`src/rtl/dwb_fabric_pkg.sv`:
```
// rtl/dwb_fabric_pkg.sv - shared constants, address map and FSM encoding for the data-bus fabric
package dwb_fabric_pkg;

    localparam int NUM_SLV = 5;

    localparam int SLV_MEM  = 0;
    localparam int SLV_PWM  = 1;
    localparam int SLV_ADC  = 2;
    localparam int SLV_PROT = 3;
    localparam int SLV_COMM = 4;

    localparam logic [31:0] MEM_BASE    = 32'h0000_0000;
    localparam logic [31:0] MEM_MASK    = 32'hE000_0000;
    localparam logic [31:0] PERIPH_MASK = 32'hFFFF_0000;
    localparam logic [31:0] PWM_BASE    = 32'h4000_0000;
    localparam logic [31:0] ADC_BASE    = 32'h4001_0000;
    localparam logic [31:0] PROT_BASE   = 32'h4002_0000;
    localparam logic [31:0] COMM_BASE   = 32'h4003_0000;

    typedef enum logic [1:0] {
        ST_IDLE = 2'd0,
        ST_WAIT = 2'd1,
        ST_RESP = 2'd2
    } fab_state_e;

    // Base address of target idx; out-of-range indices get a base no masked address can equal.
    function automatic logic [31:0] slv_base(input int idx);
        case (idx)
            SLV_MEM:  slv_base = MEM_BASE;
            SLV_PWM:  slv_base = PWM_BASE;
            SLV_ADC:  slv_base = ADC_BASE;
            SLV_PROT: slv_base = PROT_BASE;
            SLV_COMM: slv_base = COMM_BASE;
            default:  slv_base = 32'hFFFF_FFFF;
        endcase
    endfunction

    // Significant address bits for target idx.
    function automatic logic [31:0] slv_mask(input int idx);
        case (idx)
            SLV_MEM:  slv_mask = MEM_MASK;
            SLV_PWM,
            SLV_ADC,
            SLV_PROT,
            SLV_COMM: slv_mask = PERIPH_MASK;
            default:  slv_mask = 32'h0000_0000;
        endcase
    endfunction

endpackage

```
`src/rtl/dwb_addr_decode.sv`:
```
// rtl/dwb_addr_decode.sv - combinational address decoder producing a one-hot target hit
module dwb_addr_decode
    import dwb_fabric_pkg::*;
#(
    parameter int N_SLV = NUM_SLV
) (
    input  logic [31:0]      adr_i,
    output logic [N_SLV-1:0] hit_o,
    output logic             unmapped_o
);

    logic [N_SLV-1:0] hit;
    logic             found;

    // Lowest-index matching window wins, so at most one hit bit is ever set.
    always_comb begin
        hit   = '0;
        found = 1'b0;
        for (int i = 0; i < N_SLV; i++) begin
            if (!found && ((adr_i & slv_mask(i)) == slv_base(i))) begin
                hit[i] = 1'b1;
                found  = 1'b1;
            end
        end
    end

    assign hit_o      = hit;
    assign unmapped_o = ~found;

endmodule

```
`src/rtl/dwb_bus_fabric.sv`:
```
// rtl/dwb_bus_fabric.sv - registered Wishbone-classic data-bus fabric with timeout and error capture
module dwb_bus_fabric
    import dwb_fabric_pkg::*;
#(
    parameter int TIMEOUT_CYCLES = 255,
    parameter int CNT_W          = 8,
    parameter int N_SLV          = NUM_SLV
) (
    input  logic               clk,
    input  logic               rst,
    input  logic [31:0]        m_adr_i,
    input  logic [31:0]        m_dat_i,
    output logic [31:0]        m_dat_o,
    input  logic               m_we_i,
    input  logic [3:0]         m_sel_i,
    input  logic               m_cyc_i,
    input  logic               m_stb_i,
    output logic               m_ack_o,
    output logic               m_err_o,
    output logic [31:0]        s_adr_o,
    output logic [31:0]        s_dat_o,
    output logic               s_we_o,
    output logic [3:0]         s_sel_o,
    output logic [N_SLV-1:0]   s_cyc_o,
    output logic [N_SLV-1:0]   s_stb_o,
    input  logic [32*N_SLV-1:0] s_dat_i,
    input  logic [N_SLV-1:0]   s_ack_i,
    input  logic [N_SLV-1:0]   s_err_i,
    input  logic               err_clr_i,
    output logic               err_valid_o,
    output logic [31:0]        err_addr_o,
    output logic               timeout_irq_o
);

    localparam logic [CNT_W-1:0] CNT_LAST = CNT_W'(TIMEOUT_CYCLES - 1);

    fab_state_e       state_q, state_d;
    logic [31:0]      adr_q, adr_d;
    logic [31:0]      wdat_q, wdat_d;
    logic             we_q, we_d;
    logic [3:0]       sel_q, sel_d;
    logic [N_SLV-1:0] tgt_q, tgt_d;
    logic             stb_q, stb_d;
    logic             ack_q, ack_d;
    logic             err_q, err_d;
    logic [31:0]      rdat_q, rdat_d;
    logic [CNT_W-1:0] cnt_q, cnt_d;
    logic             tmo_q, tmo_d;
    logic             err_valid_q, err_valid_d;
    logic [31:0]      err_addr_q, err_addr_d;

    logic [N_SLV-1:0] dec_hit;
    logic             dec_unmapped;
    logic             req;
    logic             sel_ack;
    logic             sel_err;
    logic [31:0]      sel_rdata;
    logic             err_resp;

    dwb_addr_decode #(
        .N_SLV(N_SLV)
    ) u_decode (
        .adr_i     (m_adr_i),
        .hit_o     (dec_hit),
        .unmapped_o(dec_unmapped)
    );

    assign req     = m_cyc_i & m_stb_i;
    assign sel_ack = |(s_ack_i & tgt_q);
    assign sel_err = |(s_err_i & tgt_q);

    // Read-data mux driven by the latched one-hot target; unselected lanes contribute zero.
    always_comb begin
        sel_rdata = '0;
        for (int i = 0; i < N_SLV; i++) begin
            if (tgt_q[i]) begin
                sel_rdata = sel_rdata | s_dat_i[32*i +: 32];
            end
        end
    end

    // Access FSM: request latch, target wait with watchdog, single-cycle response.
    always_comb begin
        state_d = state_q;
        adr_d   = adr_q;
        wdat_d  = wdat_q;
        we_d    = we_q;
        sel_d   = sel_q;
        tgt_d   = tgt_q;
        stb_d   = stb_q;
        rdat_d  = rdat_q;
        cnt_d   = cnt_q;
        ack_d   = 1'b0;
        err_d   = 1'b0;
        tmo_d   = 1'b0;

        case (state_q)
            ST_IDLE: begin
                if (req) begin
                    adr_d  = m_adr_i;
                    wdat_d = m_dat_i;
                    we_d   = m_we_i;
                    sel_d  = m_sel_i;
                    cnt_d  = '0;
                    if (dec_unmapped) begin
                        tgt_d   = '0;
                        stb_d   = 1'b0;
                        err_d   = 1'b1;
                        rdat_d  = '0;
                        state_d = ST_RESP;
                    end else begin
                        tgt_d   = dec_hit;
                        stb_d   = 1'b1;
                        state_d = ST_WAIT;
                    end
                end
            end
            ST_WAIT: begin
                if (!m_cyc_i) begin
                    // Master abandoned the cycle: withdraw quietly.
                    stb_d   = 1'b0;
                    state_d = ST_IDLE;
                end else if (sel_err) begin
                    stb_d   = 1'b0;
                    err_d   = 1'b1;
                    rdat_d  = '0;
                    state_d = ST_RESP;
                end else if (sel_ack) begin
                    stb_d   = 1'b0;
                    ack_d   = 1'b1;
                    rdat_d  = sel_rdata;
                    state_d = ST_RESP;
                end else if (cnt_q == CNT_LAST) begin
                    stb_d   = 1'b0;
                    err_d   = 1'b1;
                    tmo_d   = 1'b1;
                    rdat_d  = '0;
                    state_d = ST_RESP;
                end else begin
                    cnt_d = cnt_q + 1'b1;
                end
            end
            ST_RESP: begin
                state_d = ST_IDLE;
            end
            default: begin
                stb_d   = 1'b0;
                state_d = ST_IDLE;
            end
        endcase
    end

    assign err_resp = (state_q == ST_RESP) && err_q;

    // Sticky first-error capture; a clear in the same cycle as a new error keeps the new one.
    always_comb begin
        err_valid_d = err_valid_q;
        err_addr_d  = err_addr_q;
        if (err_clr_i) begin
            err_valid_d = err_resp;
            err_addr_d  = err_resp ? adr_q : 32'h0;
        end else if (err_resp && !err_valid_q) begin
            err_valid_d = 1'b1;
            err_addr_d  = adr_q;
        end
    end

    // State and datapath registers.
    always_ff @(posedge clk) begin
        if (rst) begin
            state_q     <= ST_IDLE;
            adr_q       <= '0;
            wdat_q      <= '0;
            we_q        <= 1'b0;
            sel_q       <= '0;
            tgt_q       <= '0;
            stb_q       <= 1'b0;
            ack_q       <= 1'b0;
            err_q       <= 1'b0;
            rdat_q      <= '0;
            cnt_q       <= '0;
            tmo_q       <= 1'b0;
            err_valid_q <= 1'b0;
            err_addr_q  <= '0;
        end else begin
            state_q     <= state_d;
            adr_q       <= adr_d;
            wdat_q      <= wdat_d;
            we_q        <= we_d;
            sel_q       <= sel_d;
            tgt_q       <= tgt_d;
            stb_q       <= stb_d;
            ack_q       <= ack_d;
            err_q       <= err_d;
            rdat_q      <= rdat_d;
            cnt_q       <= cnt_d;
            tmo_q       <= tmo_d;
            err_valid_q <= err_valid_d;
            err_addr_q  <= err_addr_d;
        end
    end

    assign m_dat_o       = rdat_q;
    assign m_ack_o       = ack_q;
    assign m_err_o       = err_q;
    assign s_adr_o       = adr_q;
    assign s_dat_o       = wdat_q;
    assign s_we_o        = we_q;
    assign s_sel_o       = sel_q;
    assign s_cyc_o       = tgt_q & {N_SLV{stb_q}};
    assign s_stb_o       = tgt_q & {N_SLV{stb_q}};
    assign err_valid_o   = err_valid_q;
    assign err_addr_o    = err_addr_q;
    assign timeout_irq_o = tmo_q;

endmodule

```
`config.mk`:
```
export PLATFORM = sky130hd
export DESIGN_NAME = dwb_bus_fabric
export DESIGN_NICKNAME = d
export VERILOG_FILES = /design/src/rtl/dwb_fabric_pkg.sv /design/src/rtl/dwb_addr_decode.sv /design/src/rtl/dwb_bus_fabric.sv
export SDC_FILE = /design/constraint.sdc
export NUM_CORES = 1
export LEC_CHECK = 0
export CAP_MARGIN = 15
export CORE_MARGIN = 3
export CORE_UTILIZATION = 30
export CTS_BUF_LIST = sky130_fd_sc_hd__clkbuf_2
export CTS_CLUSTER_SIZE = 12
export DETAILED_ROUTE_END_ITERATION = 6
export DONT_BUFFER_PORTS = 1
export PLACE_DENSITY = 0.53
export SLEW_MARGIN = 20
export SYNTH_ARGS = -nofsm -noshare
export SYNTH_HDL_FRONTEND = slang
export SYNTH_SLANG_ARGS = --single-unit
```
`constraint.sdc`:
```
create_clock -name clk -period 3.56 [get_ports clk]
set_input_delay 0.356 -clock clk [delete_from_list [all_inputs] [get_ports clk]]
set_output_delay 0.356 -clock clk [all_outputs]
set_load 0.02 [all_outputs]
```
Word-level counts from Yosys, hierarchy flattened

Cells that the tools add are included.
W data, S select, Z words.

Bits in registers: 153
Latch bits: 0
Logic and storage cells: 119
Memories kept: 0
Memory bits (read-only): 0
Memory bits (writable): 0
Bits of input ports: 244
Output and inout port bits: 147

Add/subtract/negate cells: 1
Eq/ne operators: 15
Shift-type cells: 0
Divide/modulo/power cells: 0
Multiply operators: 0
Reduce and logical (&&, ||, !) cells: 23
Bitwise logic cells: 11
Magnitude comparators: 0
Mux-type cells: 55

Operator list:

| operator               | number |
|---|---|
| $mux W32               | 14 |
| $or A32 B32 Y32        | 4 |
| $eq A16 B15 Y1 const B | 4 |
| $pmux W32 S2           | 1 |
| $mux W8                | 5 |
| $logic_not A32 Y1      | 1 |
| $mux W1                | 24 |
| $pmux W8 S2            | 1 |
| $and A5 B5 Y5          | 3 |
| $mux W2                | 6 |
| $ne A2 B2 Y1 const B   | 6 |
| $reduce_or A5 Y1       | 2 |
| $add A8 B1 Y8 const B  | 1 |
| $eq A8 B8 Y1 const B   | 1 |
| $reduce_or A8 Y1       | 1 |
| $logic_and A1 B1 Y1    | 6 |
| $reduce_and A6 Y1      | 1 |
| $logic_not A1 Y1       | 5 |
| $mux W5                | 1 |
| $ne A5 B5 Y1 const B   | 1 |
| $reduce_and A5 Y1      | 1 |
| $ne A4 B4 Y1 const B   | 1 |
| $pmux W2 S2            | 1 |
| $reduce_and A2 Y1      | 2 |
| other kinds (9)        | 12 |

Depth between registers and ports, before layout

Gate-level depths: netlist of the first run.

Word-level depth: 17
Mapped depth: 8
Gate-level depth less buffers: 6

Modules after synthesis

Synthesis of the first run repeated with hierarchy kept, for this count alone.

Cell total of the unflattened synthesis: 819
Area total of the unflattened synthesis: 6879.1 sq um

Modules (own cells, without submodules):

| module          | seq. area each (sq um) | area each (sq um) | cells each | instances |
|---|---|---|---|---|
| dwb_bus_fabric  | 3062.9                 | 6752.7            | 807        | 1 |
| dwb_addr_decode | 0.0                    | 126.4             | 12         | 1 |

Worst setup path before layout of the first run

Ideal clock, no wire load.

Path kind: register -> register
Start point: reg tgt_q[0]
End point: reg rdat_q[31], in the netlist m_dat_o[31]
Slack: 1.421 ns
Required time: 3.439 ns
Arrival: 2.018 ns
Period minus slack after synthesis: 2.139 ns
Setup time: 0.121 ns
Buffers on the path: 2
Cell stages (with the launch flop): 8
Path through: dfxtp_1 buf_6 a222oi_1 nand2_1 o31a_1 o21ai_4 buf_6 mux2_2

Longest elaborated chain between the ends: 13
Elaborated cells between the ends (all ways): 19
Those cells by class: eq/ne (1); mux (9); bitwise (6); reduce/logical (3)

Ends and longest elaborated chain:

| item                   | line                  | RTL |
|---|---|---|
| from (decl)            | dwb_bus_fabric.sv:42  | `logic [N_SLV-1:0] tgt_q, tgt_d;` |
| from (signal assigned) | dwb_bus_fabric.sv:191 | `tgt_q <= tgt_d;` |
| $mux W32               | dwb_bus_fabric.sv:76  | `if (tgt_q[i]) begin` |
| $or A32 B32 Y32        | dwb_bus_fabric.sv:77  | `sel_rdata = sel_rdata \| s_dat_i[32*i +: 32];` |
| $mux W32               | dwb_bus_fabric.sv:76  |  |
| $or A32 B32 Y32        | dwb_bus_fabric.sv:77  |  |
| $mux W32               | dwb_bus_fabric.sv:76  |  |
| $or A32 B32 Y32        | dwb_bus_fabric.sv:77  |  |
| $mux W32               | dwb_bus_fabric.sv:76  |  |
| $or A32 B32 Y32        | dwb_bus_fabric.sv:77  |  |
| $mux W32               | dwb_bus_fabric.sv:76  |  |
| $mux W32               | dwb_bus_fabric.sv:128 | `end else if (sel_ack) begin` |
| $mux W32               | dwb_bus_fabric.sv:123 | `end else if (sel_err) begin` |
| $mux W32               | dwb_bus_fabric.sv:119 | `if (!m_cyc_i) begin` |
| $pmux W32 S2           | dwb_bus_fabric.sv:97  | `case (state_q)` |
| to (signal assigned)   | dwb_bus_fabric.sv:195 | `rdat_q <= rdat_d;` |
| to (decl)              | dwb_bus_fabric.sv:46  | `logic [31:0] rdat_q, rdat_d;` |

Parallel ways exist; a longest one is shown, timed or not. The select of a mux whose other input is x is not followed.
A chain may end at the register's enable or synchronous reset.

Final worst setup path of the first run

Start point: reg tgt_q[1]
End point: reg rdat_q[27], in the netlist m_dat_o[27]

Longest elaborated chain between the ends: 11
Elaborated cells between the ends (all ways): 17
Those cells by class: eq/ne (1); mux (8); bitwise (5); reduce/logical (3)

Ends and longest elaborated chain:

| item            | line |
|---|---|
| $mux W32        | dwb_bus_fabric.sv:76 |
| $or A32 B32 Y32 | dwb_bus_fabric.sv:77 |
| $mux W32        | dwb_bus_fabric.sv:76 |
| $or A32 B32 Y32 | dwb_bus_fabric.sv:77 |
| $mux W32        | dwb_bus_fabric.sv:76 |
| $or A32 B32 Y32 | dwb_bus_fabric.sv:77 |
| $mux W32        | dwb_bus_fabric.sv:76 |
| $mux W32        | dwb_bus_fabric.sv:128 |
| $mux W32        | dwb_bus_fabric.sv:123 |
| $mux W32        | dwb_bus_fabric.sv:119 |
| $pmux W32 S2    | dwb_bus_fabric.sv:97 |

Parallel ways exist; a longest one is shown, timed or not. The select of a mux whose other input is x is not followed.

==> reports/metrics.yaml, run 1 <==
global_routing:
  grt_start_max_net_pins: 147
  gr-total-overflow: 0
  globalRouteTotalUtil_pct: 19.9
  antenna_found_initial: 7
  grt_pass1_wl_um: 37600
  grt_pass1_vias: 6428
sta:
  clock_skew_ps: 41.8
  setup_viol: 0
  slew_violations: 0
  rsz0062_at_grt: "false"
  min_period_ps: 3050
  holdWs_ps: 131
  fin_crit_sh_pct: 85.8
  slew_headroom_pct: 46.1
  fmax_ghz: 0.328
  tightest_slew_ps: 808
  hold_viol_final: 0
  setup_tns_ps: 0
setup_path:
  cp_max_fo: 33
  rrSetupSlack_ps: 510
  startpoint_type: "register"
  criticalPathCategory: "reg2reg"
  cp.arrival_ps: 3650
  worstSetupEndpointType: "register"
  cp.required_ps: 4150
logic_synthesis:
  yosys.area_share.xor_xnor_pct: 0
  avgSynthCellArea_um2: 8.43
  syn_area_mm2: 0.00669
  yosysTopAreaCell: "dfxtp_1"
  synth_top_area_share_pct: 45.8
  synth_cell_type_count: 35
  synthMuxAreaShare_pct: 5.38
  synth_compound_area_share_pct: 21.8
  synthCells: 794
  synthesis.nets: 1040
  synth-seq-cells: 153
  synthArstFlopShare_pct: 0
  ys_seq_area_share_pct: 45.8
  synth-simple-area-share_pct: 21.3
  synth_fa_ha_area_share_pct: 0.374
  synth_edf_count: 0
  synth_top_family_by_area: "compound AO/OA/AOI/OAI gates"
  ys_warn_count: 0
  ys.flop_type: "dfxtp_1"
  synth_area_leaders: "dfxtp_1 (46%), a21oi_1 (11%), nand2_1 (8.3%)"
pwr:
  power_density_mw_per_mm2: 343
  p_leak_nw: 3.07
  p_sw_mw: 0.961
  combPwrFrac_pct: 9.1
  vdd_drop_max_v: 0.000131
  total_power_mw: 3.07
  netSwitchingFraction_pct: 31.3
  internal-power_mw: 2.11
  clkPwrFrac_pct: 31.0
  p_seq_share_pct: 59.9
clocking:
  clk_latency_ps: 700
  cts_num_sinks: 153
  clk_pin_slew_ps: 270
  cts_root_buffer: "clkbuf_2"
  htreeDepth: 4
  tritoncts: "built"
  cts_made_buffers: 17
  cts_max_path_buffers: 2
  cts_setup_buffers: 0
detailed_routing:
  vias: 6673
  drt-vias-per-instance: 5.40
  wire_per_inst_um: 21.0
  drt_first_pass_iters: 7
  antenna_left: 0
  finalWirelength_um: 25900
  route.detailed.drc: 0
  initialDrtViolationCount: 700
finish:
  synthToLayoutAreaGrowth_pct: 34.0
  final_cell_mix: "dlygate4sd3_1 (186), dfxtp_1 (149), nand2_1 (148), a21oi_1 (148), nor2_1 (38)"
  post-route-util_pct: 41.0
  final_common_cell: "dlygate4sd3_1"
  drive_gt1_share_pct: 8.23
  fin_nets: 1181
flow_run:
  drv_cap: 0
die:
  dieArea_mm2: 0.0241
  die_h_um: 155
  core_area_mm2: 0.0219
  die_w_um: 155
  num_io_pins: 391
  num_rows: 54
  initial_core_util_pct: 30.6
placed_design:
  hpwl_um: 16900
  place_congestion: 0.857
  io_buffers: 0
status:
  outcome: "complete, no violations"
min_path:
  hold_class: "in2reg"
[Yosys cell counts, types with 7 or more instances]
cell	count
a22oi_1	34
o21ai_0	10
clkbuf_1	59
mux2_2	27
nand4_1	7
nor2b_1	34
a222oi_1	34
a21oi_1	148
nor3b_1	32
nor2_1	39
or3_1	7
nand2_1	148
dfxtp_1	153
[routing by layer]
layer  up-vias  part of all wire [%]  global-route usage (%)
li1       3130                     -                       -
met2       368                    49                    33.1
met1      3129                    38                    23.0
met3        46                    10                    7.20
met5         -                     0                       0
met4         0                   3.6                    8.59
[worst max-delay path: stages, from the launching register on]
cell and delay, ps:
dfxtp_2 450, a222oi_1 350, dlygate4sd3_1 600, nand2_1 80, o31a_1 430, o21ai_4 190
buf_4 420, mux2_2 390
[state kept, by name, indices dropped and copies added, names as in the netlist]
name           cells
s_adr_o           32
err_addr_o        32
timeout_irq_o      1
m_err_o            1
err_valid_o        1
stb_q              1
s_we_o             1
cnt_q              8
tgt_q              5
s_sel_o            4
state_q            2
s_dat_o           32
m_ack_o            1
m_dat_o           32
[what timing repair did]
action                                 in CTS  in global routing
hold buffers                              188                  0
resized for setup                           0                  0
endpoints found under the hold margin     153                  0
[path summary, 6_finish.rpt]
kind                         start                        to  depth (start not counted)
min reg2reg  cnt_q[7]$_SDFFE_PP0P_     cnt_q[7]$_SDFFE_PP0P_                          2
min                            rst  m_dat_o[10]$_SDFFE_PP0P_                          3
max          tgt_q[1]$_SDFFE_PP0P_  m_dat_o[27]$_SDFFE_PP0P_                          7
max reg2reg  tgt_q[1]$_SDFFE_PP0P_  m_dat_o[27]$_SDFFE_PP0P_                          7
[kinds of logic after synthesis]
family                     count (synthesis)
and+or+nand+nor                          295
AOI/OAI and AO/OA                        234
DFF                                      153
buffers and inverters                     78
muxes                                     32
adders and majority gates                  2
[metrics by stage]
stage          std cells  setup WS, ps  instance area, um^2
2_1_floorplan        794          1420                 6690
3_3_place_gp        1008           790                 6820
3_5_place_dp        1008           776                 6820
4_1_cts             1228           524                 8950
5_1_grt             1235           372                 8960
6_report            1235           507                 8960
[final cells by class]
| class | instances | area [um^2] |
|---|---|---|
| Inverter | 1 | 3.75 |
| Multi-Input combinational cell | 563 | 3290 |
| Fill cell | 2219 | 12900 |
| Clock inverter | 15 | 136 |
| Clock buffer | 17 | 85.1 |
| Timing Repair Buffer | 199 | 2020 |
| Tap cell | 280 | 350 |
| Antenna cell | 7 | 17.5 |
| Sequential cell | 153 | 3070 |
[power groups by stage]
stage / clock network, mW / logic (mW) / registers, mW
floorplan: 0 / 0.131 / 1.86
global placement: 0 / 0.130 / 1.87
detailed placement: 0 / 0.131 / 1.87
CTS: 1.02 / 0.283 / 1.84
global route: 1.08 / 0.306 / 1.85
finish: 0.953 / 0.281 / 1.84
(Power assumes the default switching activity.)
==> inputs of run 2 (changes only) <==
- CTS_CLUSTER_SIZE: 12 -> unset
==> results of run 2 <==
Same layout as run 1: the final DEF is identical, and so are final timing and power.
